$ cat src/rtl/cpu_pkg.sv
// Shared encodings for the multi-cycle 24-bit CPU control unit: opcodes, mux
// selects, FSM states and the per-state control-strobe decode.
package cpu_pkg;

  localparam int OP_R    = 0;
  localparam int OP_ADDI = 1;
  localparam int OP_LW   = 2;
  localparam int OP_SW   = 3;
  localparam int OP_BEQ  = 4;
  localparam int OP_JMP  = 5;
  localparam int OP_HALT = 15;

  localparam logic [1:0] ALUOP_ADD   = 2'b00;
  localparam logic [1:0] ALUOP_SUB   = 2'b01;
  localparam logic [1:0] ALUOP_FUNCT = 2'b10;

  localparam logic [1:0] SRCB_REG  = 2'b00;
  localparam logic [1:0] SRCB_INC  = 2'b01;
  localparam logic [1:0] SRCB_IMM  = 2'b10;
  localparam logic [1:0] SRCB_BOFF = 2'b11;

  localparam logic [1:0] PCSRC_ALU    = 2'b00;
  localparam logic [1:0] PCSRC_ALUOUT = 2'b01;
  localparam logic [1:0] PCSRC_JUMP   = 2'b10;

  typedef enum logic [3:0] {
    IDLE, FETCH, DECODE, R_EXEC, R_WB, I_EXEC, I_WB, MEM_ADDR,
    MEM_READ, MEM_WB, MEM_WRITE, BRANCH, JUMP, HALT, TRAP
  } state_e;

  typedef struct packed {
    logic       pc_write;
    logic       pc_write_cond;
    logic       i_or_d;
    logic       mem_read;
    logic       mem_write;
    logic       ir_write;
    logic       mem_to_reg;
    logic       reg_dst;
    logic       reg_write;
    logic       alu_src_a;
    logic [1:0] alu_src_b;
    logic [1:0] alu_op;
    logic [1:0] pc_source;
  } ctrl_t;

  // FETCH reports ir_write/pc_write as 1; the top gates them with MemReady.
  function automatic ctrl_t decode_ctrl(input state_e s);
    ctrl_t c;
    c = '0;
    case (s)
      FETCH: begin
        c.mem_read  = 1'b1;
        c.alu_src_b = SRCB_INC;
        c.ir_write  = 1'b1;
        c.pc_write  = 1'b1;
      end
      DECODE: c.alu_src_b = SRCB_BOFF;
      R_EXEC: begin
        c.alu_src_a = 1'b1;
        c.alu_src_b = SRCB_REG;
        c.alu_op    = ALUOP_FUNCT;
      end
      R_WB: begin
        c.reg_write = 1'b1;
        c.reg_dst   = 1'b1;
      end
      I_EXEC, MEM_ADDR: begin
        c.alu_src_a = 1'b1;
        c.alu_src_b = SRCB_IMM;
        c.alu_op    = ALUOP_ADD;
      end
      I_WB: c.reg_write = 1'b1;
      MEM_READ: begin
        c.mem_read = 1'b1;
        c.i_or_d   = 1'b1;
      end
      MEM_WB: begin
        c.reg_write  = 1'b1;
        c.mem_to_reg = 1'b1;
      end
      MEM_WRITE: begin
        c.mem_write = 1'b1;
        c.i_or_d    = 1'b1;
      end
      BRANCH: begin
        c.alu_src_a     = 1'b1;
        c.alu_src_b     = SRCB_REG;
        c.alu_op        = ALUOP_SUB;
        c.pc_write_cond = 1'b1;
        c.pc_source     = PCSRC_ALUOUT;
      end
      JUMP: begin
        c.pc_write  = 1'b1;
        c.pc_source = PCSRC_JUMP;
      end
      default: c = '0;
    endcase
    return c;
  endfunction

  function automatic logic is_wait_state(input state_e s);
    return (s == FETCH) || (s == MEM_READ) || (s == MEM_WRITE);
  endfunction

endpackage

$ cat src/rtl/mem_wait_timer.sv
// Counts cycles spent waiting on memory; expired flags the configured limit.
// TIMEOUT of 0 never expires.
module mem_wait_timer #(
  parameter int TIMEOUT = 15
) (
  input  logic clk,
  input  logic rst_n,
  input  logic clear,
  input  logic count,
  output logic expired
);

  localparam int TW = (TIMEOUT > 1) ? $clog2(TIMEOUT + 1) : 1;

  logic [TW-1:0] cnt_q, cnt_d;

  // Saturates at the limit so a long stall can never wrap back below it.
  always_comb begin
    cnt_d = cnt_q;
    if (clear) begin
      cnt_d = '0;
    end else if (count && (cnt_q != TW'(TIMEOUT))) begin
      cnt_d = cnt_q + TW'(1);
    end
  end

  always_ff @(posedge clk or negedge rst_n) begin
    if (!rst_n) begin
      cnt_q <= '0;
    end else begin
      cnt_q <= cnt_d;
    end
  end

  assign expired = (TIMEOUT > 0) && (cnt_q == TW'(TIMEOUT));

endmodule

$ cat src/rtl/multicycle_control_unit.sv
// Multi-cycle control FSM for the 24-bit CPU: sequences fetch/decode/execute/
// memory/writeback, drives datapath strobes and counts retired instructions.
module multicycle_control_unit
  import cpu_pkg::*;
#(
  parameter int OPCODE_W = 4,
  parameter int CNT_W    = 16,
  parameter int TIMEOUT  = 15
) (
  input  logic                Clock,
  input  logic                Reset_n,
  input  logic [OPCODE_W-1:0] Opcode,
  input  logic                MemReady,
  output logic                PCWrite,
  output logic                PCWriteCond,
  output logic                IorD,
  output logic                MemRead,
  output logic                MemWrite,
  output logic                IRWrite,
  output logic                MemToReg,
  output logic                RegDst,
  output logic                RegWrite,
  output logic                ALUSrcA,
  output logic [1:0]          ALUSrcB,
  output logic [1:0]          ALUOp,
  output logic [1:0]          PCSource,
  output logic                Halted,
  output logic                Trap,
  output logic [CNT_W-1:0]    Retired,
  output state_e              dbg_state
);

  // Handshake: a memory access strobe (MemRead/MemWrite) is held while the
  // FSM waits; MemReady high in a cycle means that access completes at the
  // following edge, and the FSM advances.

  state_e             state_q, state_d;
  ctrl_t              ctrl_q, ctrl_d;
  logic               halted_q, halted_d;
  logic               trap_q, trap_d;
  logic [CNT_W-1:0]   retired_q, retired_d;
  logic               is_store_q, is_store_d;
  logic               retire;
  logic               tmr_clear, tmr_count, tmr_expired;

  mem_wait_timer #(.TIMEOUT(TIMEOUT)) u_wait_timer (
    .clk     (Clock),
    .rst_n   (Reset_n),
    .clear   (tmr_clear),
    .count   (tmr_count),
    .expired (tmr_expired)
  );

  always_comb begin
    state_d    = state_q;
    is_store_d = is_store_q;
    retire     = 1'b0;
    case (state_q)
      IDLE:  state_d = FETCH;
      FETCH: begin
        if (MemReady)         state_d = DECODE;
        else if (tmr_expired) state_d = TRAP;
      end
      DECODE: begin
        // Latch LW/SW choice so MEM_ADDR does not rely on Opcode staying put.
        is_store_d = (int'(Opcode) == OP_SW);
        case (int'(Opcode))
          OP_R:         state_d = R_EXEC;
          OP_ADDI:      state_d = I_EXEC;
          OP_LW, OP_SW: state_d = MEM_ADDR;
          OP_BEQ:       state_d = BRANCH;
          OP_JMP:       state_d = JUMP;
          OP_HALT:      state_d = HALT;
          default:      state_d = TRAP;
        endcase
      end
      R_EXEC:   state_d = R_WB;
      I_EXEC:   state_d = I_WB;
      MEM_ADDR: state_d = is_store_q ? MEM_WRITE : MEM_READ;
      MEM_READ: begin
        if (MemReady)         state_d = MEM_WB;
        else if (tmr_expired) state_d = TRAP;
      end
      MEM_WRITE: begin
        if (MemReady) begin
          state_d = FETCH;
          retire  = 1'b1;
        end else if (tmr_expired) begin
          state_d = TRAP;
        end
      end
      R_WB, I_WB, MEM_WB, BRANCH, JUMP: begin
        state_d = FETCH;
        retire  = 1'b1;
      end
      HALT:    state_d = HALT;
      TRAP:    state_d = TRAP;
      default: state_d = IDLE;
    endcase

    halted_d  = halted_q | (state_d == HALT);
    trap_d    = trap_q | (state_d == TRAP);
    retired_d = retired_q + (retire ? CNT_W'(1) : CNT_W'(0));
    ctrl_d    = decode_ctrl(state_d);
  end

  assign tmr_clear = is_wait_state(state_d) && (state_d != state_q);
  assign tmr_count = is_wait_state(state_q) && !MemReady;

  always_ff @(posedge Clock or negedge Reset_n) begin
    if (!Reset_n) begin
      state_q    <= IDLE;
      ctrl_q     <= '0;
      halted_q   <= 1'b0;
      trap_q     <= 1'b0;
      retired_q  <= '0;
      is_store_q <= 1'b0;
    end else begin
      state_q    <= state_d;
      ctrl_q     <= ctrl_d;
      halted_q   <= halted_d;
      trap_q     <= trap_d;
      retired_q  <= retired_d;
      is_store_q <= is_store_d;
    end
  end

  // IR load and PC increment in FETCH happen only when the read returns.
  logic fetch_gate;
  assign fetch_gate = (state_q == FETCH) ? MemReady : 1'b1;

  assign PCWrite     = ctrl_q.pc_write & fetch_gate;
  assign IRWrite     = ctrl_q.ir_write & fetch_gate;
  assign PCWriteCond = ctrl_q.pc_write_cond;
  assign IorD        = ctrl_q.i_or_d;
  assign MemRead     = ctrl_q.mem_read;
  assign MemWrite    = ctrl_q.mem_write;
  assign MemToReg    = ctrl_q.mem_to_reg;
  assign RegDst      = ctrl_q.reg_dst;
  assign RegWrite    = ctrl_q.reg_write;
  assign ALUSrcA     = ctrl_q.alu_src_a;
  assign ALUSrcB     = ctrl_q.alu_src_b;
  assign ALUOp       = ctrl_q.alu_op;
  assign PCSource    = ctrl_q.pc_source;
  assign Halted      = halted_q;
  assign Trap        = trap_q;
  assign Retired     = retired_q;
  assign dbg_state   = state_q;

endmodule

$ cat config.mk
export PLATFORM = sky130hd
export DESIGN_NAME = multicycle_control_unit
export DESIGN_NICKNAME = d
export VERILOG_FILES = /design/src/rtl/cpu_pkg.sv /design/src/rtl/mem_wait_timer.sv /design/src/rtl/multicycle_control_unit.sv
export SDC_FILE = /design/constraint.sdc
export NUM_CORES = 1
export LEC_CHECK = 0
export BUFFER_PORTS_ARGS = -buffer_cell sky130_fd_sc_hd__buf_2
export CAP_MARGIN = 20
export CORE_ASPECT_RATIO = 1.4
export CORE_MARGIN = 2
export CORE_UTILIZATION = 61
export CTS_BUF_LIST = sky130_fd_sc_hd__clkbuf_4 sky130_fd_sc_hd__clkbuf_8
export DETAILED_ROUTE_END_ITERATION = 8
export GPL_TIMING_DRIVEN = 0
export PLACE_DENSITY_LB_ADDON = 0.1
export REMOVE_ABC_BUFFERS = 1
export SYNTH_ARGS = -nofsm -noshare
export SYNTH_HDL_FRONTEND = slang
export SYNTH_HIERARCHICAL = 1
export SYNTH_SLANG_ARGS = --single-unit
$ cat constraint.sdc
create_clock -name Clock -period 4.7 [get_ports Clock]
set_clock_uncertainty 0.15 [all_clocks]
set_input_delay 0.94 -clock Clock [delete_from_list [all_inputs] [get_ports Clock]]
set_output_delay 0.94 -clock Clock [all_outputs]
set_load 0.05 [all_outputs]
==> results of run 1 <==
## worst max-delay path, stage by stage, from the launching register on
cell and delay [ps]:
dfrtp_1 580, nor2_2 280, nand3b_4 150, o32ai_4 600
nand2b_1 200, mux2_2 300, a311oi_1 530, nor2b_1 100
mux2_4 290
## placed cells by master, fill, tap and decap left out, types with 2 or more instances in the layout
cell type and instances:
ha_1 3, nor2b_1 7, o21ai_0 8, a21oi_1 9, inv_1 5, buf_2 44, nand2b_1 8, mux2i_1 4
bufinv_16 2, dfrtp_1 41, nand3_1 9, nand2_1 17, nor3_1 2, inv_2 2, and3_1 7, o21bai_1 3
o21a_1 2, xnor2_1 11, a211oi_1 2, clkbuf_8 5, nor2_1 17, xor2_1 6
## synth_stat cells, types with 2 or more instances
cell type / count / area [um2]
buf_2: 4 / 20.0
ha_1: 3 / 37.5
nor2_1: 17 / 63.8
nor3_1: 2 / 10.0
buf_6: 4 / 45.0
o21a_1: 2 / 15.0
dfrtp_1: 41 / 1030
xor2_1: 6 / 52.6
xnor2_1: 11 / 96.3
o21ai_0: 8 / 40.0
inv_2: 2 / 7.51
and3_1: 7 / 43.8
a211oi_1: 2 / 15.0
nand3_1: 9 / 45.0
nor2b_1: 7 / 43.8
o21bai_1: 3 / 22.5
inv_1: 5 / 18.8
mux2i_1: 4 / 40.0
buf_4: 6 / 45.0
nand2b_1: 8 / 50.1
nand2_1: 17 / 63.8
a21oi_1: 9 / 45.0
## final timing paths
kind | slack [ps] | to | cells past startpoint
setup / recovery | 1410 | u_wait_timer/cnt_q[0] | 8
hold / removal | 320 | Retired[15] | 1
setup reg to reg | 1410 | u_wait_timer/cnt_q[0] | 8
hold reg to reg | 320 | Retired[15] | 1
max in group asynchronous | 3250 | is_store_q | 1
min in group asynchronous | 600 | Retired[2] | 1
## metal layers
layer / wire length, um / track usage [%] / share of wire [%]
met1: 1700 / 27.8 / 41
met2: 2280 / 38.7 / 54
met3: 151 / 4.42 / 3.6
met4: 56 / 9.72 / 1.3
met5: 0 / 0 / 0
## sequential cells by signal, indices dropped and copies added, names as in the netlist, 2 cells and up
signal / cells
Retired: 16
dbg_state: 4
u_wait_timer/cnt_q: 4
ALUSrcB: 2
ctrl_q: 2
## final cells by class
type	count	area (um2)	share of cell area (%)
clock buffers	5	68.8	2.81
clock inverters	3	68.8	2.81
inverters	7	26.3	1.07
multi-input cells	145	991	40.4
flip-flops and latches	41	1030	41.9
well taps	40	50.0	2.04
repair buffers	44	220	8.98
## through the flow
step	instances	hold slack, ps	utilization (%)	power [mW]
CTS	285	330	72.6	1.86
global placement	277	306	68.5	1.48
detailed placement	277	315	68.5	1.51
finish	285	323	72.6	1.84
floorplan	193	293	-	1.30
global route	285	350	72.6	1.96
## kinds of logic (layout without fill, tap and decap cells)
| kind of cell | after synthesis | in the layout | synth area share (%) |
|---|---|---|---|
| mux | 6 | 6 | 3.07 |
| xor+xnor | 17 | 17 | 6.90 |
| compound gates | 38 | 38 | 13.3 |
| buf+inv | 22 | 59 | 6.50 |
| simple gates | 81 | 81 | 20.9 |
| fa+ha+maj | 3 | 3 | 1.74 |
| flops | 41 | 41 | 47.6 |
## where the power goes
part	total [mW]	internal (mW)	leakage (nW)	switching, mW
Combinational	0.941	0.298	0.620	0.644
Sequential	0.563	0.451	0.542	0.112
Clock	0.337	0.214	0.0687	0.124
Total	1.84	0.962	1.23	0.879
==> reports/results.ini, run 1 <==
[sta]
setup_viol=0
setup_ws_ps=1410
finalMaxSlewViolations=0
max_slew_margin_pct=42.1
rsz0062_at_grt=false
hold_viol=0
tns_ps=0
timing_worst_slew_pin_value_ps=868
min_period_ps=3290
clock.fmax_mhz=304
timing.final.crit_share_pct=69.9

[floorplanning]
core_area_um2=3380
die_height_um=74.4
die_x_um=54.3
dieArea_um2=4030
ios=45
initial_utilization_pct=63.9
row_count=25

[cells_and_area]
final_net_count=254
insertedDiodeCount=0
fillers=241
drive_gt1_share_pct=27.8
layout-area-overhead-vs-synth_pct=13.6
fin_area_um2=2450

[place]
post-place-ws_ps=1130
gp_congestion=0.844
numPortBuffers=44
placed_area_um2=2310
hpwl_mm=3.07

[job]
maxCapViolations=0

[global_route]
overflow=0
antenna_found_initial=0
grt_usage_pct=22.8
grt_pass1_wl_mm=6.58
grt_max_degree=42
grt_pass1_vias=1451

[synthesis]
synth-seq-cells=41
synth_edf_count=0
async_flop_share_pct=100
synth_warnings=6
syn_inst=208
synth_ff_type=dfrtp_1
synth.distinct_cells=53
yosysSeqAreaShare_pct=47.6
syn_area_um2=2160
avgSynthCellArea_um2=10.4

[detailed_routing]
dr.pass1.iters=4
drc_errors=0
vias=1582
viasPerCell=5.55
initialDrtViolationCount=45
ant_nets=0
wl_per_cell_um=14.7
wl_mm=4.19

[worst_setup_path]
cp.required_ps=4730
r2r_start=dbg_state[3]
crit_path_start=dbg_state[3]
path_class=reg2reg
crit_path_max_fanout=17
critPathLaunchType=flop
crit_arrival_ps=3320
end_kind=flop

[clocking]
clockBufferDepth=2
clk_latency_ps=300
holdBufCountCts=0
cts_setup_buffers=0
htree_levels=2
cts_buffers=5
cts_sinks=41
postCtsResizedCells=0
clk_pin_slew_ps=80
cts_tree=done
root_buffer=clkbuf_8

[outcome]
outcome=finished clean

[hold_path]
min_path_type=reg2reg
hp-start=Retired[15]

[power_and_ir_drop]
powerDensity_nw_per_um2=751
p_leak_nw=1.23
ir_drop_mv=0.506

Power figures use the tool's default switching activity.
==> run 2: changes to the inputs <==
--- a/config.mk
+++ b/config.mk
@@ -9,7 +9,7 @@
 export CAP_MARGIN = 20
 export CORE_ASPECT_RATIO = 1.4
 export CORE_MARGIN = 2
-export CORE_UTILIZATION = 61
+export CORE_UTILIZATION = 51
 export CTS_BUF_LIST = sky130_fd_sc_hd__clkbuf_4 sky130_fd_sc_hd__clkbuf_8
 export DETAILED_ROUTE_END_ITERATION = 8
 export GPL_TIMING_DRIVEN = 0
==> constraint.sdc (replaced) <==
create_clock -name Clock -period 2.87 [get_ports Clock]
set_clock_uncertainty 0.15 [all_clocks]
set_input_delay 0.574 -clock Clock [delete_from_list [all_inputs] [get_ports Clock]]
set_output_delay 0.574 -clock Clock [all_outputs]
set_load 0.05 [all_outputs]
==> run 2 against run 1 <==
  * The flow now finishes with violations (DRC)
  * Setup slack got worse by 1300 ps
  * Wire length decreased by 0.79%
  * First-iteration DRC count increased by 47%
  * Die area increased by 18%
  * Sequential power increased by 64%
  * Cell count increased by 6.3%
  * Worst hold slack got worse by 73 ps
  * Global-route usage decreased by 4.7 points
  * Utilization decreased by 9.8 points
  * Register-to-register slack got worse by 1300 ps
  * Sequential cell count unchanged
  * Total power increased by 77%
  * Critical path type unchanged
  * Highest routed layer unchanged
==> reports/results.ini, run 2 (same netlist as run 1, synthesis figures left out) <==
[worst_setup_path]
crit_path_max_fanout=20
path_class=reg2reg
r2r_start=dbg_state[1]
ff2ff_setup_slack_ps=70
end_kind=flop
crit_path_start=dbg_state[1]
r2r-end=u_wait_timer/cnt_q[1]
cpMaxStageDelayCell=dfrtp_2
crit_chain=or3b_4 -> o31ai_1 -> o21a_2 -> mux2_2 -> a311oi_4 -> buf_4 -> nand2b_1 -> mux2i_1
cp.required_ps=2890
critPathMaxStageDelay_ps=540
crit_arrival_ps=2820
path_buf_inv=1
cpLargestDelayFamily=compound AO/OA/AOI/OAI gates
critPathLaunchType=flop
worst-r2r-cell-count=8

[cells_and_area]
fin_area_um2=2590
insertedDiodeCount=0
largest_reg_flops=16
final_common_cell=buf_2
layout-area-overhead-vs-synth_pct=20.2
most-common-layout-cells=44 x buf_2, 38 x dfrtp_1, 17 x nand2_1, 17 x nor2_1, 13 x buf_4
drive_gt1_share_pct=33.7
final_net_count=267

[sta]
min_period_ps=2800
timing_worst_slew_pin_value_ps=865
hold_viol=0
timing.final.crit_share_pct=97.4
clock.fmax_mhz=358
max_slew_margin_pct=42.3
tns_ps=0
hold_ws_ps=249
finalMaxSlewViolations=0
setup_viol=0

[clocking]
clk_latency_ps=290
clockBufferDepth=2
htree_levels=2
holdBufCountCts=0
cts_tree=done
root_buffer=clkbuf_8
cts_buffers=5
clk_pin_slew_ps=70
cts_sinks=41

[detailed_routing]
vias=1651
wl_per_cell_um=13.7
viasPerCell=5.45
drc_errors=3
dr.pass1.iters=6
wl_mm=4.16
ant_nets=0
initialDrtViolationCount=66

[place]
hpwl_mm=2.81
numPortBuffers=44
placed_area_um2=2320
gp_congestion=0.738

[global_route]
grt_max_degree=42
grt_pass1_vias=1467
grt_usage_pct=18.2
overflow=0
antenna_found_initial=0
grt_pass1_wl_mm=6.52

[floorplanning]
initial_utilization_pct=52.2
row_count=28
ios=45
dieArea_um2=4770
die_x_um=59.0
core_area_um2=4130
die_height_um=81.0

[outcome]
outcome=complete, but fails checks
failed_checks=DRC

[power_and_ir_drop]
ir_drop_mv=0.606
powerDensity_nw_per_um2=1260
p_leak_nw=1.30

[hold_path]
min_path_type=in2async

[job]
maxCapViolations=0

==> run 2: worst max-delay path by stage <==
stage | to | slack, ps | depth (start not counted)
detailed placement | u_wait_timer/cnt_q[0] | -530 | 8
CTS | u_wait_timer/cnt_q[1] | 3 | 11
global route | u_wait_timer/cnt_q[1] | -20 | 11
floorplan | u_wait_timer/cnt_q[0] | -290 | 7
global placement | u_wait_timer/cnt_q[0] | -510 | 8
finish | u_wait_timer/cnt_q[1] | 70 | 8
==> run 2: routing by layer <==
metal | wire length (um) | GRT usage, % | vias to the layer above
li1 | - | - | 810
met1 | 1660 | 20.3 | 802
met2 | 2280 | 31.4 | 35
met3 | 159 | 4.62 | 4
met4 | 51 | 9.09 | 0
met5 | 0 | 0 | -
==> run 2: repair_timing <==
action | 4_1_cts | 5_1_grt
setup buffers | 4 | 9
pin swaps | 2 | 3
setup endpoints to repair | 4 | 4
gates cloned | 0 | 0
gates resized for setup | 5 | 5
==> run 2: layout make-up <==
cell class	count	area (um2)
Clock buffer	7	90.1
Fill cell	346	1540
Multi-Input combinational cell	145	1040
Clock inverter	1	30.0
Sequential cell	41	1030
Timing Repair Buffer	57	318
Inverter	7	26.3
Tap cell	45	56.3
==> run 2: metrics by stage <==
stage	total power [mW]	util (%)	setup WS (ps)	cells
global placement	2.45	56.1	-515	282
detailed placement	2.47	56.1	-529	282
finish	3.27	62.7	74.9	303
global route	3.46	62.7	-17.8	303
floorplan	2.12	-	-289	193
CTS	3.10	60.3	2.69	294
==> run 2: where the power goes <==
| group | switching (mW) | internal, mW |
|---|---|---|
| logic | 1.16 | 0.697 |
| registers | 0.176 | 0.747 |
| clock network | 0.190 | 0.293 |
| total | 1.53 | 1.74 |
==> run 3: changes to the inputs <==
--- a/config.mk
+++ b/config.mk
@@ -7,7 +7,6 @@
 export LEC_CHECK = 0
 export BUFFER_PORTS_ARGS = -buffer_cell sky130_fd_sc_hd__buf_2
 export CAP_MARGIN = 20
-export CORE_ASPECT_RATIO = 1.4
 export CORE_MARGIN = 2
 export CORE_UTILIZATION = 51
 export CTS_BUF_LIST = sky130_fd_sc_hd__clkbuf_4 sky130_fd_sc_hd__clkbuf_8
==> constraint.sdc (replaced) <==
create_clock -name Clock -period 2.87 [get_ports Clock]
set_clock_uncertainty 0.15 [all_clocks]
set_input_delay 0.574 -clock Clock [delete_from_list [all_inputs] [get_ports Clock]]
set_output_delay 0.574 -clock Clock [all_outputs]
set_load 0.1 [all_outputs]
==> run 3 against run 2 <==
  * The run now ends clean
  * Cell count up 3.0%
  * Non-clock buffer count up 4
  * Die area down 0.15%
  * Worst hold slack worse by 2.2 ps
  * Register-to-register slack better by 40 ps
  * Count of clock-buffer cells in the layout down 2
  * Sequential share of layout area up 0.16 points
  * Sequential cell count unchanged
  * Maximum frequency up 1.6%
  * Design area about the same
  * Critical endpoint is now u_wait_timer/cnt_q[0]
  * Largest cell class is now sequential cells
==> reports/results.ini, run 3 (same netlist as run 1, synthesis figures left out) <==
[outcome]
outcome=finished clean

[cells_and_area]
insertedDiodeCount=0
final_net_count=271
largest_reg_flops=16
utilization_pct=64.3
layout-area-overhead-vs-synth_pct=20.1
final_common_cell=buf_2
drive_gt1_share_pct=34.7
stdcell_count=312
fin_area_um2=2590
most-common-layout-cells=44 x buf_2, 37 x dfrtp_1, 17 x nand2_1, 17 x nor2_1, 17 x buf_4

[floorplanning]
ios=45
row_count=23
die_height_um=69.0
die_x_um=69.0
core_area_um2=4030
initial_utilization_pct=53.5
dieArea_um2=4770

[clocking]
htree_levels=2
clk_latency_ps=290
cts_buffers=5
cts_sinks=41
cts_tree=done
holdBufCountCts=0
clockBufferDepth=2
root_buffer=clkbuf_8
clk_pin_slew_ps=80

[place]
post-place-ws_ps=-528
numPortBuffers=44
dp.cells=287
placed_area_um2=2330
gp_congestion=0.706
hpwl_mm=2.89

[worst_setup_path]
crit_arrival_ps=2780
crit_path_max_fanout=10
r2r_start=dbg_state[3]
path_class=reg2reg
cp.required_ps=2900
end_kind=flop
crit_path_start=dbg_state[3]
critPathLaunchType=flop

[global_route]
grt_max_degree=42
grt_usage_pct=18.6
grt_pass1_vias=1614
grt_pass1_wl_mm=7.37
overflow=0
antenna_found_initial=0

[detailed_routing]
wl_mm=4.44
drc_errors=0
initialDrtViolationCount=89
dr.pass1.iters=4
ant_nets=0
vias=1659
wl_per_cell_um=14.2
viasPerCell=5.32

[sta]
timing.final.crit_share_pct=95.9
min_period_ps=2750
timing_worst_slew_pin_value_ps=874
finalMaxSlewViolations=0
max_slew_margin_pct=41.8
clock.fmax_mhz=363
setup_viol=0
hold_viol=0
setup_ws_ps=119

[job]
maxCapViolations=0

[hold_path]
min_path_type=in2async

==> run 3: cell count changes in the layout (fill, tap and decap cells not counted), sizes merged <==
cell / previous run / this run
clkbuf: 7 / 5
clkinv: 0 / 2
bufinv: 1 / 0
clkinvlp: 0 / 1
buf: 57 / 61
==> run 3: stage by stage <==
stage	TNS, ps	hold WS (ps)
final	0	247
after detailed placement	-1500	315
after global placement	-1360	308
after CTS	0	277
after floorplan	-3360	128
after global routing	-26.5	318
==> run 3: layer usage <==
metal	part of all wire, %	track usage (%)	vias up
met5	0	0	-
met2	51	31.6	44
li1	-	-	814
met1	43	24.0	795
met3	4.4	4.53	6
met4	0.99	4.14	0
==> run 3: final timing paths <==
path	end	slack (ps)	depth (start not counted)
setup / recovery	u_wait_timer/cnt_q[0]	120	7
hold / removal	Retired[4]	250	1
setup reg to reg	u_wait_timer/cnt_q[0]	120	7
hold reg to reg	is_store_q	330	2
max in group asynchronous	dbg_state[1]	1680	1
min in group Clock	is_store_q	330	2
==> run 3: what timing repair did <==
action	4_1_cts	5_1_grt
resized for setup	6	5
setup endpoints to repair	4	4
buffers inserted	5	12
pin swaps	2	4
==> run 3: area by class of cell <==
type	count	area, um2
flip-flops and latches	41	1040
repair buffers	61	348
multi-input cells	145	1030
inverters	7	26.3
well taps	50	62.6
clock inverters	3	17.5
fillers	343	1440
clock buffers	5	68.8
==> run 3: critical path, stage by stage (launching register included) <==
cell and delay, ps:
dfrtp_4 550, or3b_4 440, o31ai_1 200, o21a_2 260, mux2_2 380, a311oi_4 310, nor2b_1 80, mux2_4 270
Power of run 3 is left out: the tool's default activity adds up to more than one toggle a clock period on the data nets, which glitch-free logic cannot reach.
